--- src/rtl/product_accumulator.sv ---
`default_nettype none
// ============================================================================
// Module   : product_accumulator
// Purpose  : Sums a programmed number of unsigned products into a saturating
//            accumulator and presents the result on a valid/ready output.
// Revision : 1.0
// ============================================================================
module product_accumulator #(
    parameter int W    = 16,
    parameter int ACCW = 24,
    parameter int CNTW = 4
) (
    input  logic            clk,
    input  logic            rst,
    input  logic            start,
    input  logic [CNTW-1:0] len,
    input  logic            in_valid,
    input  logic [W-1:0]    in_data,
    output logic            in_ready,
    output logic            out_valid,
    output logic [ACCW-1:0] out_data,
    input  logic            out_ready,
    output logic            overflow,
    output logic            busy
);

    typedef enum logic [1:0] {
        S_IDLE  = 2'd0,
        S_ACCUM = 2'd1,
        S_DONE  = 2'd2
    } state_t;

    state_t          state_q, state_d;
    logic [ACCW-1:0] acc_q, acc_d;
    logic [CNTW-1:0] count_q, count_d;
    logic            ovf_q, ovf_d;
    logic [ACCW:0]   w_sum;

    // One extra bit catches the carry out of the accumulator width.
    assign w_sum = {1'b0, acc_q} + {{(ACCW + 1 - W){1'b0}}, in_data};

    always_comb begin
        state_d = state_q;
        acc_d   = acc_q;
        count_d = count_q;
        ovf_d   = ovf_q;
        case (state_q)
            S_IDLE: begin
                if (start) begin
                    count_d = len;
                    acc_d   = '0;
                    ovf_d   = 1'b0;
                    state_d = (len == '0) ? S_DONE : S_ACCUM;
                end
            end
            S_ACCUM: begin
                if (in_valid) begin
                    if (w_sum[ACCW]) begin
                        acc_d = '1;
                        ovf_d = 1'b1;
                    end else begin
                        acc_d = w_sum[ACCW-1:0];
                    end
                    count_d = count_q - CNTW'(1);
                    if (count_q == CNTW'(1)) begin
                        state_d = S_DONE;
                    end
                end
            end
            S_DONE: begin
                if (out_ready) begin
                    state_d = S_IDLE;
                end
            end
            default: state_d = S_IDLE;
        endcase
    end

    always_ff @(posedge clk or posedge rst) begin
        if (rst) begin
            state_q <= S_IDLE;
            acc_q   <= '0;
            count_q <= '0;
            ovf_q   <= 1'b0;
        end else begin
            state_q <= state_d;
            acc_q   <= acc_d;
            count_q <= count_d;
            ovf_q   <= ovf_d;
        end
    end

    // Every output is a direct decode of registered state.
    assign in_ready  = (state_q == S_ACCUM);
    assign out_valid = (state_q == S_DONE);
    assign busy      = (state_q != S_IDLE);
    assign out_data  = acc_q;
    assign overflow  = ovf_q;

endmodule
`default_nettype wire

--- config.mk ---
export PLATFORM = sky130hd
export DESIGN_NAME = product_accumulator
export DESIGN_NICKNAME = d
export VERILOG_FILES = /design/src/rtl/product_accumulator.sv
export SDC_FILE = /design/constraint.sdc
export NUM_CORES = 1
export LEC_CHECK = 0
export CORE_MARGIN = 4
export CORE_UTILIZATION = 47
export DETAILED_ROUTE_END_ITERATION = 8
export PLACE_DENSITY_LB_ADDON = 0.2
export SLEW_MARGIN = 20
export SYNTH_ARGS = -nofsm -noshare
export SYNTH_HDL_FRONTEND = slang
export SYNTH_SLANG_ARGS = --single-unit
--- constraint.sdc ---
create_clock -name clk -period 2.24 [get_ports clk]
set_input_delay 0.224 -clock clk [delete_from_list [all_inputs] [get_ports clk]]
set_output_delay 0.224 -clock clk [all_outputs]
set_load 0.01 [all_outputs]
==> results.ini <==
[die]
dieArea_um2=6500
ios=53
rows=26
core_area_um2=5110
die_h_um=80.6
die-width_um=80.6
initial_core_util=0.485

[sta]
grt_setup_unrepaired=true
fin_worst_skew_ps=8.98
fin_crit_ps=2360
finalSetupTns_ps=-237
maxSlewHeadroom=0.643
setup_viol=4
tightest_slew_ps=530
fin_ws_ps=-124
fin_crit_sh=1.06
fmax_mhz=423
final_max_slew_viol_count=0
hold_viol=0

[clock_tree]
clockBufferDepth=2
insertion_delay_ps=300
numCtsBuffers=5
tritoncts=yes
cts.sinks=31
clkTransAtPathRegs_ps=80
htreeDepth=2
root_buffer=clkbuf_8
cts_hold_buf=0

[grt]
grt_pass1_vias=2819
grt-ovfl-total=0
grt_pass1_wl_mm=13.1
grt_antenna_before_repair=0
grt_max_degree=32
global_route.usage.total=0.256

[detailed_routing]
vias=2835
via_per_inst=5.99
drc=0
wl_per_cell_um=17.2
antenna_left=0
dr.pass1.iters=5
drt-total-wl_mm=8.13
drt_iter0_drc=232

[synth]
synth-edff-count=0
syn_nets=333
ys_ff_latch=31
synth_area_leader_cell=dfrtp_1
syn_avg_cell_area_um2=8.58
syn_inst=289
yosysMostFrequentCell=a21oi_1
synth_sequential_area_ratio=0.313
ys_top_cells_by_area=dfrtp_1 31%, ha_1 9.1%, a21oi_1 7.5%, a221o_1 4.0%, o21ai_0 4.0%
synth_ff_type=dfrtp_1
yosys.cell_types.count=53
yosysTopAreaCellShare=0.313
async_flop_share=1.00
synth_area_um2=2480
synth_warnings=0
netlist_top_cells_count=37 x a21oi_1, 31 x dfrtp_1, 24 x nor2_1

[pwr]
power_density_nw_per_um2=1210
power_leakage_uw=0.00163
total_power_uw=4590
ir_drop_mv=0.646

[critical_path]
path_cells=clkdlybuf4s50_1 -> ha_1 -> a211oi_2 -> o21ai_2 -> a211oi_1 -> buf_4 -> o31ai_4 -> a21oi_2 -> a21bo_2
cp_max_fo=4
path_buf_inv=2
regToRegSetupSlack_ps=-120
rr_endpoint=out_data[17]
r2r-start=out_data[1]
r2r_cells=8
path_depth=9
cp.required_ps=2430
cp-start-kind=primary input
cp-startpoint=in_data[1]
crit_arrival_ps=2560
worstSetupPathType=in2reg
cp-end-kind=flip-flop
critPathTopFamily=compound AO/OA/AOI/OAI gates
critical_path.slowest_cell=clkdlybuf4s50_1
max_stage_delay_ps=430

[placement]
place.gp.congestion=0.968
place.port_buffers=52
dp_hpwl_mm=5.64
place_area_um2=3470

[cells_and_area]
syn2layout_area_growth_pct=53.1
antennaDiodeCount=0
finalInstanceArea_um2=3790
nNetsFinal=446
drive_gt1_frac=0.248

[flow_run]
cap_viol_max_count=0

[outcome]
status=finished, violations left
violations=negative setup slack

[hold_path]
min_path_type=in2async

per-layer routing:
metal / vias to the layer above / global-route usage / part of all wire
met3: 30 / 0.0370 / 0.064
met4: 0 / 0.108 / 0.037
li1: 1324 / - / -
met2: 137 / 0.450 / 0.48
met1: 1344 / 0.310 / 0.41
met5: - / 0 / 0
stage by stage:
step                std cells   util  hold slack, ps  setup WS, ps
floorplan                 289      -             328          17.9
global placement          459  0.680             494          -285
detailed placement        459  0.680             515          -360
CTS                       472  0.724             348         -3.40
global route              473  0.743             387          -146
finish                    473  0.743             323          -124
flip-flops by register name, indices dropped and copies added, names as in the netlist:
name and count:
out_data 24, count_q 4, state_q 2, overflow 1
cell usage in the layout (no fill, tap or decap), drive strengths merged, types with 2 or more instances in the layout:
cell,netlist,final
o21bai,3,3
inv,13,13
ha,18,18
clkdlybuf4s50,0,52
bufinv,0,2
o31ai,3,3
nor2b,2,2
a211oi,7,7
clkbuf,3,5
o21ai,26,26
a221o,10,10
a21o,6,6
nand2b,3,3
o2111ai,2,2
nand3b,4,4
and4,2,2
nand3,12,12
o211ai,3,3
nand2,19,19
a21oi,38,39
xnor2,7,7
nor3,8,8
o21a,6,6
buf,6,62
nand4,3,3
and2,3,3
nor2,24,24
o311ai,3,3
xor2,3,3
dfrtp,31,31
mux2i,2,2
and3,3,3
worst max path at each step:
stage | to | slack (ps)
floorplan | out_data[2] | 20
global placement | out_data[17] | -290
detailed placement | out_data[17] | -360
CTS | out_data[17] | -3
global route | out_data[17] | -150
finish | out_data[17] | -120
where the power goes:
| part | total (µW) | leakage [µW] | switching, µW | internal, µW |
|---|---|---|---|---|
| clock network | 691 | 0.0000644 | 248 | 444 |
| registers | 918 | 0.000403 | 178 | 740 |
| logic | 2980 | 0.00116 | 1530 | 1450 |
| total | 4590 | 0.00163 | 1960 | 2630 |
what timing repair did:
action,in CTS,in global routing
pin swaps,5,10
resized for setup,10,22
setup endpoints to repair,21,25
buffers inserted,4,1
gates cloned,1,0
cells by family after synthesis:
group,count (synthesis),synth area share
mux,2,0.00808
compound gates,118,0.331
simple gates,87,0.175
xor+xnor,10,0.0353
flops,31,0.313
fa+ha+maj,19,0.0989
buf+inv,22,0.0389
worst register-to-register path, delay by kind of cell, from the launching register on:
family	cells	cell delay, ps
adder cells (fa/ha/maj)	1	320
AO/OA/AOI/OAI	6	1360
flip-flops	1	390
buffers and inverters	1	200
final cells by class:
cell class | instances | area (µm²)
fillers | 376 | 1310
clock buffers | 5 | 68.8
clock inverters | 3 | 67.6
multi-input cells | 237 | 1750
well taps | 70 | 87.6
inverters | 13 | 48.8
flip-flops and latches | 31 | 776
repair buffers | 114 | 993
No activity file was read; power rests on OpenSTA's default activity.
